$ cat config.mk
export PLATFORM = sky130hd
export DESIGN_NAME = hack_cpu_ctrl_flat
export DESIGN_NICKNAME = d
export VERILOG_FILES = /design/src/rtl/hack_cpu_ctrl_pkg.sv /design/src/rtl/hack_cpu_ctrl_if.sv /design/src/rtl/hack_cpu_ctrl_jump.sv /design/src/rtl/hack_cpu_ctrl.sv /design/src/flat_wrapper.sv
export SDC_FILE = /design/constraint.sdc
export NUM_CORES = 1
export LEC_CHECK = 0
export CAP_MARGIN = 20
export CORE_MARGIN = 5
export CORE_UTILIZATION = 40
export CTS_CLUSTER_SIZE = 30
export DETAILED_ROUTE_END_ITERATION = 8
export GPL_TIMING_DRIVEN = 0
export HOLD_SLACK_MARGIN = 0.02
export PLACE_DENSITY_LB_ADDON = 0.12
export SLEW_MARGIN = 20
export SYNTH_ARGS = -nofsm -noshare
export SYNTH_HDL_FRONTEND = slang
export SYNTH_SLANG_ARGS = --single-unit
$ cat constraint.sdc
create_clock -name clk -period 4 [get_ports clk]
set_input_delay 0.8 -clock clk [delete_from_list [all_inputs] [get_ports clk]]
set_output_delay 0.8 -clock clk [all_outputs]
set_load 0.02 [all_outputs]
$ cat src/rtl/hack_cpu_ctrl_pkg.sv
// Shared definitions for the Hack CPU sequencer: state encoding and instruction fields.
package hack_cpu_ctrl_pkg;

  typedef enum logic [2:0] {
    S_IDLE, S_FETCH, S_DECODE, S_MEM_RD, S_EXEC, S_MEM_WR, S_HALT
  } state_t;

  // C-instruction layout: 111a cccc ccdd djjj
  localparam int C_BIT   = 15;
  localparam int A_BIT   = 12;
  localparam int COMP_HI = 11;
  localparam int COMP_LO = 6;
  // dest field is {A, D, M} from bit 5 down to bit 3
  localparam int DEST_A  = 5;
  localparam int DEST_D  = 4;
  localparam int DEST_M  = 3;
  localparam int JUMP_HI = 2;
  localparam int JUMP_LO = 0;

  localparam logic [2:0] JMP_ALWAYS = 3'b111;

  function automatic logic is_c_instr(input logic [15:0] ins);
    return ins[C_BIT];
  endfunction

endpackage

$ cat src/rtl/hack_cpu_ctrl_if.sv
// Memory and ALU side bus of the Hack CPU sequencer.
interface hack_cpu_ctrl_if #(parameter int ADDR_W = 15);
  logic              imem_req;
  logic [ADDR_W-1:0] imem_addr;
  logic              imem_ack;
  logic [15:0]       imem_rdata;
  logic              dmem_req;
  logic              dmem_we;
  logic [ADDR_W-1:0] dmem_addr;
  logic [15:0]       dmem_wdata;
  logic              dmem_ack;
  logic [15:0]       dmem_rdata;
  logic [15:0]       alu_x;
  logic [15:0]       alu_y;
  logic [5:0]        alu_ctrl;
  logic [15:0]       alu_out;

  modport master (
    output imem_req, imem_addr, dmem_req, dmem_we, dmem_addr, dmem_wdata,
           alu_x, alu_y, alu_ctrl,
    input  imem_ack, imem_rdata, dmem_ack, dmem_rdata, alu_out
  );

  modport slave (
    input  imem_req, imem_addr, dmem_req, dmem_we, dmem_addr, dmem_wdata,
           alu_x, alu_y, alu_ctrl,
    output imem_ack, imem_rdata, dmem_ack, dmem_rdata, alu_out
  );
endinterface

$ cat src/rtl/hack_cpu_ctrl_jump.sv
// Jump condition from the jjj field and the ALU result flags.
module hack_jump_eval (
  input  logic [2:0]  jjj,
  input  logic [15:0] alu_out,
  output logic        jump
);
  logic zr, ng;

  // j1 = less-than, j2 = equal, j3 = greater-than
  always_comb begin
    zr   = (alu_out == 16'h0000);
    ng   = alu_out[15];
    jump = (jjj[2] & ng) | (jjj[1] & zr) | (jjj[0] & ~ng & ~zr);
  end
endmodule

$ cat src/rtl/hack_cpu_ctrl.sv
// Multi-cycle Hack CPU sequencer: owns A, D, PC and drives imem, dmem and the external ALU.
module hack_cpu_ctrl
  import hack_cpu_ctrl_pkg::*;
#(
  parameter int ADDR_W    = 15,
  parameter bit HALT_LOOP = 1'b1
) (
  input  logic              clk,
  input  logic              reset,
  input  logic              run,
  hack_cpu_ctrl_if.master   bus,
  output logic [ADDR_W-1:0] pc,
  output logic [15:0]       a_reg,
  output logic [15:0]       d_reg,
  output logic              halted
);

  state_t            state, nxt;
  logic [15:0]       instr, a_old, m_lat, wdata;
  logic              jump, jump_q, halt_req;
  logic [ADDR_W-1:0] pc_inc, tgt;

  hack_jump_eval u_jump (
    .jjj     (instr[JUMP_HI:JUMP_LO]),
    .alu_out (bus.alu_out),
    .jump    (jump)
  );

  assign pc_inc   = pc + {{(ADDR_W-1){1'b0}}, 1'b1};
  assign tgt      = a_old[ADDR_W-1:0];
  // A halt loop is an unconditional jump back onto itself; PC still holds this instruction here
  assign halt_req = HALT_LOOP && (instr[JUMP_HI:JUMP_LO] == JMP_ALWAYS) && (tgt == pc);

  assign bus.imem_addr  = pc;
  assign bus.dmem_addr  = tgt;
  assign bus.dmem_wdata = wdata;
  assign bus.alu_x      = d_reg;
  assign bus.alu_y      = instr[A_BIT] ? m_lat : a_reg;
  assign bus.alu_ctrl   = instr[COMP_HI:COMP_LO];

  // State register
  always_ff @(posedge clk or posedge reset) begin
    if (reset) state <= S_IDLE;
    else       state <= nxt;
  end

  // Next state and request strobes; requests are pure state decodes so reset kills them at once
  always_comb begin
    nxt          = state;
    bus.imem_req = 1'b0;
    bus.dmem_req = 1'b0;
    bus.dmem_we  = 1'b0;
    halted       = 1'b0;
    unique case (state)
      S_IDLE:   if (run) nxt = S_FETCH;
      S_FETCH: begin
        bus.imem_req = 1'b1;
        if (bus.imem_ack) nxt = S_DECODE;
      end
      S_DECODE: begin
        if (!is_c_instr(instr))  nxt = S_FETCH;
        else if (instr[A_BIT])   nxt = S_MEM_RD;
        else                     nxt = S_EXEC;
      end
      S_MEM_RD: begin
        bus.dmem_req = 1'b1;
        if (bus.dmem_ack) nxt = S_EXEC;
      end
      S_EXEC: begin
        if (instr[DEST_M]) nxt = S_MEM_WR;
        else if (halt_req) nxt = S_HALT;
        else               nxt = S_FETCH;
      end
      S_MEM_WR: begin
        bus.dmem_req = 1'b1;
        bus.dmem_we  = 1'b1;
        if (bus.dmem_ack) nxt = halt_req ? S_HALT : S_FETCH;
      end
      S_HALT:   halted = 1'b1;
      default:  nxt = S_IDLE;
    endcase
  end

  // Datapath: A, D, PC, latched instruction, A snapshot, M value and write data
  always_ff @(posedge clk or posedge reset) begin
    if (reset) begin
      pc     <= '0;
      a_reg  <= '0;
      d_reg  <= '0;
      instr  <= '0;
      a_old  <= '0;
      m_lat  <= '0;
      wdata  <= '0;
      jump_q <= 1'b0;
    end else begin
      unique case (state)
        S_FETCH:  if (bus.imem_ack) instr <= bus.imem_rdata;
        S_DECODE: begin
          if (!is_c_instr(instr)) begin
            a_reg <= instr;
            pc    <= pc_inc;
          end else begin
            a_old <= a_reg;
          end
        end
        S_MEM_RD: if (bus.dmem_ack) m_lat <= bus.dmem_rdata;
        S_EXEC: begin
          if (instr[DEST_D]) d_reg <= bus.alu_out;
          if (instr[DEST_A]) a_reg <= bus.alu_out;
          // A memory write defers the PC update until the write is acknowledged
          if (instr[DEST_M]) begin
            wdata  <= bus.alu_out;
            jump_q <= jump;
          end else begin
            pc <= jump ? tgt : pc_inc;
          end
        end
        S_MEM_WR: if (bus.dmem_ack) pc <= jump_q ? tgt : pc_inc;
        default: ;
      endcase
    end
  end

endmodule

$ cat src/flat_wrapper.sv
// flat-port wrapper written by rule: the top's interface ports become plain ports
module hack_cpu_ctrl_flat import hack_cpu_ctrl_pkg::*;
#(
  parameter int ADDR_W    = 15,
  parameter bit HALT_LOOP = 1'b1
)
  (clk, reset, run, pc, a_reg, d_reg, halted, bus_imem_req, bus_imem_addr, bus_dmem_req, bus_dmem_we, bus_dmem_addr, bus_dmem_wdata, bus_alu_x, bus_alu_y, bus_alu_ctrl, bus_imem_ack, bus_imem_rdata, bus_dmem_ack, bus_dmem_rdata, bus_alu_out);
  hack_cpu_ctrl_if #(.ADDR_W(ADDR_W)) bus_i ();
  input  logic clk;
  input  logic reset;
  input  logic run;
  output logic [ADDR_W-1:0] pc;
  output logic [15:0] a_reg;
  output logic [15:0] d_reg;
  output logic halted;
  output wire logic [$bits(bus_i.imem_req)-1:0] bus_imem_req;
  output wire logic [$bits(bus_i.imem_addr)-1:0] bus_imem_addr;
  output wire logic [$bits(bus_i.dmem_req)-1:0] bus_dmem_req;
  output wire logic [$bits(bus_i.dmem_we)-1:0] bus_dmem_we;
  output wire logic [$bits(bus_i.dmem_addr)-1:0] bus_dmem_addr;
  output wire logic [$bits(bus_i.dmem_wdata)-1:0] bus_dmem_wdata;
  output wire logic [$bits(bus_i.alu_x)-1:0] bus_alu_x;
  output wire logic [$bits(bus_i.alu_y)-1:0] bus_alu_y;
  output wire logic [$bits(bus_i.alu_ctrl)-1:0] bus_alu_ctrl;
  input wire logic [$bits(bus_i.imem_ack)-1:0] bus_imem_ack;
  input wire logic [$bits(bus_i.imem_rdata)-1:0] bus_imem_rdata;
  input wire logic [$bits(bus_i.dmem_ack)-1:0] bus_dmem_ack;
  input wire logic [$bits(bus_i.dmem_rdata)-1:0] bus_dmem_rdata;
  input wire logic [$bits(bus_i.alu_out)-1:0] bus_alu_out;
  assign bus_imem_req = bus_i.imem_req;
  assign bus_imem_addr = bus_i.imem_addr;
  assign bus_dmem_req = bus_i.dmem_req;
  assign bus_dmem_we = bus_i.dmem_we;
  assign bus_dmem_addr = bus_i.dmem_addr;
  assign bus_dmem_wdata = bus_i.dmem_wdata;
  assign bus_alu_x = bus_i.alu_x;
  assign bus_alu_y = bus_i.alu_y;
  assign bus_alu_ctrl = bus_i.alu_ctrl;
  assign bus_i.imem_ack = bus_imem_ack;
  assign bus_i.imem_rdata = bus_imem_rdata;
  assign bus_i.dmem_ack = bus_dmem_ack;
  assign bus_i.dmem_rdata = bus_dmem_rdata;
  assign bus_i.alu_out = bus_alu_out;
  hack_cpu_ctrl #(.ADDR_W(ADDR_W), .HALT_LOOP(HALT_LOOP)) u_core (.clk(clk), .reset(reset), .run(run), .bus(bus_i), .pc(pc), .a_reg(a_reg), .d_reg(d_reg), .halted(halted));
endmodule
Word level (Yosys, flattened, before mapping)
Index checks and enable logic that the tools add are counted.
{ "op_classes": {"bitwise_logic": 9, "reduce_logical": 14, "add_sub_neg": 1, "muxes": 23, "eq_ne": 15} }
{ "ops": {"columns": ["operator", "count"], "rows": [
  ["15-bit two-way mux", 5],
  ["16-bit two-way mux", 3],
  ["15-bit case mux with 3 select lines", 1],
  ["16-bit case mux with 2 select lines", 1],
  ["3-bit two-way mux", 8],
  ["3-bit case mux with 7 select lines", 1],
  ["16-bit logical NOT", 1],
  ["15-bit by 1-bit adder with 15-bit output (second input constant)", 1],
  ["15-bit equality test", 1],
  ["3-bit equality test (second input constant)", 4],
  ["2-bit inequality test (second input constant)", 6],
  ["2-bit AND reduction", 5],
  ["3-bit by 2-bit equality test with 1-bit output (second input constant)", 2],
  ["5-bit AND reduction", 1],
  ["1-bit AND", 4],
  ["1-bit two-way mux", 4],
  ["4-bit AND reduction", 1],
  ["3-bit by 1-bit equality test with 1-bit output (second input constant)", 1],
  ["3-bit logical NOT", 1],
  ["1-bit inverter", 3],
  ["3-bit AND reduction", 1],
  ["3-bit nonzero test", 1],
  ["2-bit by 1-bit inequality test with 1-bit output (second input constant)", 1],
  ["1-bit OR", 2],
  ["3 further kinds", 3]
]} }
{ "totals": {"in_bits": 53, "word_cells": 71, "ff_bits": 114} }

Longest topological paths before layout
{ "depth": {"ltp_word": 7, "mapped_depth": 8, "ltp_nobuf": 7} }

Modules after synthesis
A second synthesis with hierarchy kept.
{ "hier_totals": {"hier_cells": 506, "area_unflattened_um2": 5984.5} }
{ "by_module_without_submodules": {"columns": ["mod", "area_per_inst_um2", "instances", "cells_per_inst"], "rows": [
  ["hack_cpu_ctrl", 5915.7, 1, 498],
  ["hack_jump_eval", 68.8, 1, 8]
]} }

Least setup slack after synthesis
Ideal clock, no wire load.
{ "synth_path": {"path_type": "in2reg", "start": "input bus_alu_out[3]", "end": "register u_core.pc[3], in the netlist u_core.bus.imem_addr[3]", "path_stages": 6, "required_time_ps": 3878, "t_arrival_ps": 2208, "slack_ps": 1670, "path_buffers": 0, "setup_ps": 122, "cell_sequence": "nor4_2 nand4_2 mux2i_4 and2_4 mux2_2 o22a_1"} }
{ "synth_via": {"elab_chain_cells": 7} }
{ "synth_lines": {"columns": ["item", "line_no", "rtl"], "rows": [
  ["from (decl)", "flat_wrapper.sv:29", "input wire logic [$bits(bus_i.alu_out)-1:0] bus_alu_out;"],
  ["16-bit logical NOT (*)", "hack_cpu_ctrl_jump.sv:11", "zr = (alu_out == 16'h0000);"],
  ["1-bit AND / 1-bit inverter (equally long branches)", "hack_cpu_ctrl_jump.sv:13", "jump = (jjj[2] & ng) | (jjj[1] & zr) | (jjj[0] & ~ng & ~zr);"],
  ["1-bit OR / 1-bit AND (equally long branches)", "hack_cpu_ctrl_jump.sv:13", null],
  ["1-bit OR (*)", "hack_cpu_ctrl_jump.sv:13", null],
  ["15-bit two-way mux (*)", "hack_cpu_ctrl.sv:115", "pc <= jump ? tgt : pc_inc;"],
  ["15-bit two-way mux (*)", "hack_cpu_ctrl.sv:111", "if (instr[DEST_M]) begin"],
  ["15-bit case mux with 3 select lines (*)", "hack_cpu_ctrl.sv:96", "unique case (state)"],
  ["to (signal assigned)", "hack_cpu_ctrl.sv:101", "pc <= pc_inc;"],
  ["to (signal assigned)", "hack_cpu_ctrl.sv:115", null],
  ["to (signal assigned)", "hack_cpu_ctrl.sv:118", "S_MEM_WR: if (bus.dmem_ack) pc <= jump_q ? tgt : pc_inc;"],
  ["to (decl)", "hack_cpu_ctrl.sv:12", "output logic [ADDR_W-1:0] pc,"]
]} }
Every way passes the cells marked *; elsewhere a longest branch is shown, timed or not. The select of a mux whose other input is x is not followed.
A chain may end at the register's enable or synchronous reset.

Final worst setup path
{ "layout_path": {"start": "register u_core.instr[12]", "end": "output bus_alu_y[14]"} }
{ "layout_via": {"elab_chain_cells": 1} }
{ "layout_lines": {"columns": ["item", "line_no", "rtl"], "rows": [
  ["from (decl)", "hack_cpu_ctrl.sv:19", "logic [15:0] instr, a_old, m_lat, wdata;"],
  ["from (signal assigned)", "hack_cpu_ctrl.sv:97", "S_FETCH: if (bus.imem_ack) instr <= bus.imem_rdata;"],
  ["16-bit two-way mux", "hack_cpu_ctrl.sv:38", "assign bus.alu_y = instr[A_BIT] ? m_lat : a_reg;"],
  ["to (decl)", "flat_wrapper.sv:23", "output wire logic [$bits(bus_i.alu_y)-1:0] bus_alu_y;"]
]} }
No other way between the ends.

==> results.txt <==
----------------------------------------------------
[Power]
  Power per cell area ... 912 nW/um^2
  Static leakage ... roughly 0.0035 uW
  Maximum vdd drop ... ~0.00044 V

[STA]
  Total count of max-transition violations in the final report ... 0
  Unrepaired setup endpoints after global routing ... false
  Final hold vios ... 0
  Worst relative slew slack ... 0.458
  Upper clock frequency limit ... ~280 MHz
  Period utilisation layout ... 0.892
  Count of endpoints failing setup in the final report ... 0
  Period minus WS final ... 3570 ps
  Slew at the pin with the worst max-slew slack ... 809 ps
  Post-Route Hold Slack ... between 500 and 600 ps
  Final-layout setup total negative slack ... 0 ps
  Maximum clock skew at final layout ... ~7.2 ps

[Global routing]
  Total gr overflow ... 0
  Largest net degree at the start of global routing ... 74
  Initial antenna violation count ... 0
  Global-route usage over all layers ... 0.207
  Vias in the first global route ... about 4800
  Global-route wire length before repair ... around 27 mm

[Clocking]
  H-Tree Level Count ... 4
  Number of clock buffers inserted by TritonCTS ... 17
  Worst-path clk slew ... approximately 50 ps
  # hold bufs at CTS ... 0
  Post-cts repair resize count ... 0
  Maximum count of clock buffers along a single path ... 2
  Post-CTS repair timing setup buffer count ... 0
  Clock latency reported for the late side of the worst-skew pair ... 410 ps
  Root buffer cell ... sky130_fd_sc_hd__clkbuf_16
  Number of clock sinks ... between 100 and 150
  TritonCTS clock tree ... done

[Critical path]
  Critical Path End Type ... output pin
  WP data required ... approximately 3200 ps
  Classification of the worst setup path ... flip-flop to output pin
  Startpoint type of the worst setup path ... flip-flop
  Maximum fanout count along the critical path ... 10
  Arr. time, crit path ... approximately 2800 ps

[Placed design]
  Detailed placer's ending HPWL ... between 10 and 15 mm
  Final RePlAce weighted congestion ... 0.885
  Buffers added on ports ... about 190
  Number of instances in the placed design ... 870

[Logic synthesis]
  Per-instance average area after synthesis ... between 10 and 15 sq um
  Simple-Gate Fraction of Synth Area ... 0.101
  Area leader, netlist ... sky130_fd_sc_hd__dfrtp_1
  Adder and majority cell fraction of the synthesized area ... 0.00216
  Share of flip-flops with an asynchronous set or reset ... 1.00
  Register area share after synthesis ... 0.493
  XOR/XNOR Fraction of Synth Area ... 0.0227
  Count of unique library cells instantiated by Yosys ... 47
  Cell area after synthesis ... roughly 5800 sq um
  Number of register bits inferred by synthesis ... about 110
  Share of the synthesized area in the top cell type ... 0.493
  Area fraction in compound gates after synthesis ... 0.0779
  YS warnings ... 0
  Synth Instances ... 498
  Largest family of logic cells by synthesized area ... multiplexers
  Biggest area contributors in the synthesized netlist ... sky130_fd_sc_hd__dfrtp_1 49%, sky130_fd_sc_hd__mux2_2 19%, sky130_fd_sc_hd__buf_4 4.9%, sky130_fd_sc_hd__mux2i_1 3.5%, sky130_fd_sc_hd__a21oi_1 2.6%
  Number of synthesized flops with an enable pin ... 0
  Syn Nets ... ~550
  Leading register cell type out of synthesis ... sky130_fd_sc_hd__dfrtp_1
  Mux share of post-synthesis cell area ... 0.225

[Floorplanning]
  Area of the die ... ~17000 sq um
  Die boundary height ... 130 microns
  Number of standard-cell rows in the floorplan ... 44
  Ports ... 188
  Die outline width ... about 130 microns
  Area inside the core boundary ... around 14000 sq um
  Effective utilization at floorplan ... 0.402

[Route]
  Number of nets with antenna violations after routing ... 0
  Detailed-route DRC error count ... 0
  DR vias ... 4634
  Total length of routed wires ... between 15 and 20 mm
  DR WL/cell ... 19.0 microns
  Router iterations before antenna repair ... 7
  Mean number of vias per cell ... between 5 and 6
  Number of DRC markers after the initial detailed-route iteration ... 282

[Cells and area]
  Most frequent cells in the layout ... 187 x sky130_fd_sc_hd__clkdlybuf4s50_1, 114 x sky130_fd_sc_hd__dfrtp_1, 96 x sky130_fd_sc_hd__mux2_2, 38 x sky130_fd_sc_hd__buf_4, 30 x sky130_fd_sc_hd__a21oi_1
  Layout cells sized above 1 ... 0.261
  Layout overhead on the synthesized area ... 46.0%
  Final nets ... approximately 760
  Diode insertion count for antenna repair ... 0
  Most frequent standard cell in the layout excluding fill and tap cells ... sky130_fd_sc_hd__clkdlybuf4s50_1
  Non-filler cells, final ... 901

[Job]
  Total of max-cap violations ... 0

[Worst hold path]
  Hold WC Path Type ... flip-flop to flip-flop

[Status]
  Outcome ... finished, final reports clean

----------------------------------------------------
## routing by layer
layer	track usage	routed length, microns	vias to the layer above
li1	-	-	2167
met1	0.268	7300	2291
met2	0.336	8450	159
met3	0.0651	1200	17
met4	0.0581	168	0
met5	0	0	-
## critical path, stage by stage, from the launching register on
cell                              delay, ps
sky130_fd_sc_hd__dfrtp_1                340
sky130_fd_sc_hd__clkbuf_1               510
sky130_fd_sc_hd__clkbuf_1               550
sky130_fd_sc_hd__mux2_2                 400
sky130_fd_sc_hd__clkdlybuf4s50_1        570
## kinds of logic (layout without fill, tap and decap cells)
group / after synthesis / in the layout
xor+xnor: 15 / 15
mux: 117 / 117
flops: 114 / 114
buf+inv: 71 / 290
compound gates: 71 / 71
simple gates: 109 / 109
fa+ha+maj: 1 / 1
## through the flow
| stage | instance area (sq um) | setup slack (ps) | power, uW | utilization |
|---|---|---|---|---|
| 6_report | 8440 | 434 | 7700 | 0.588 |
| 5_1_grt | 8440 | 288 | 8150 | 0.588 |
| 4_1_cts | 8440 | 392 | 7790 | 0.588 |
| 3_5_place_dp | 7920 | 711 | 6400 | 0.551 |
| 3_3_place_gp | 7880 | -1610 | 6330 | 0.549 |
| 2_1_floorplan | 5780 | 184 | 4510 | - |
## power breakdown
part	internal (uW)	leakage, uW	total, uW	switching [uW]
logic	2130	0.00191	4100	1970
registers	1700	0.00133	2250	553
clock network	848	0.000260	1350	500
total	4680	0.00350	7700	3020
## worst paths after layout
path,startpoint,to,slack [ps],depth (start not counted)
worst max-delay path,u_core.instr[12]$_DFFE_PP0P_,bus_alu_y[14],430,4
worst min-delay path,u_core.m_lat[8]$_DFFE_PP0P_,u_core.m_lat[8]$_DFFE_PP0P_,500,1
worst max register to register,u_core.state[0]$_DFFE_PP0P_,u_core.bus.imem_addr[8]$_DFFE_PP0P_,1630,7
worst min register to register,u_core.m_lat[8]$_DFFE_PP0P_,u_core.m_lat[8]$_DFFE_PP0P_,500,1
max in group asynchronous,reset,u_core.bus.imem_addr[0]$_DFFE_PP0P_,2520,3
min in group asynchronous,reset,u_core.bus.dmem_wdata[11]$_DFFE_PP0P_,780,2
## synth_stat cells (4+ instances only)
library cell / n
sky130_fd_sc_hd__dfrtp_1: 114
sky130_fd_sc_hd__mux2_2: 96
sky130_fd_sc_hd__buf_4: 38
sky130_fd_sc_hd__a21oi_1: 30
sky130_fd_sc_hd__nand2_1: 26
sky130_fd_sc_hd__nor2_1: 21
sky130_fd_sc_hd__mux2i_1: 20
sky130_fd_sc_hd__xor2_1: 15
sky130_fd_sc_hd__clkbuf_1: 14
sky130_fd_sc_hd__nand3_1: 14
sky130_fd_sc_hd__o21ai_0: 11
sky130_fd_sc_hd__buf_2: 10
sky130_fd_sc_hd__inv_1: 6
sky130_fd_sc_hd__nand4_1: 6
sky130_fd_sc_hd__nor2b_1: 6
sky130_fd_sc_hd__nor4_1: 6
sky130_fd_sc_hd__o22a_1: 6
sky130_fd_sc_hd__and2_1: 5
sky130_fd_sc_hd__and3_1: 5
sky130_fd_sc_hd__nand2b_1: 4
sky130_fd_sc_hd__nor4_2: 4
## area by class of cell
type / instances / area, sq um
fillers: 1243 / 5930
flip-flops and latches: 114 / 2850
multi-input cells: 313 / 2480
repair buffers: 188 / 1900
clock buffers: 26 / 499
plain buffers: 64 / 418
well taps: 184 / 230
inverters: 7 / 31.3
clock inverters: 5 / 27.5
Power figures use the tool's default switching activity.
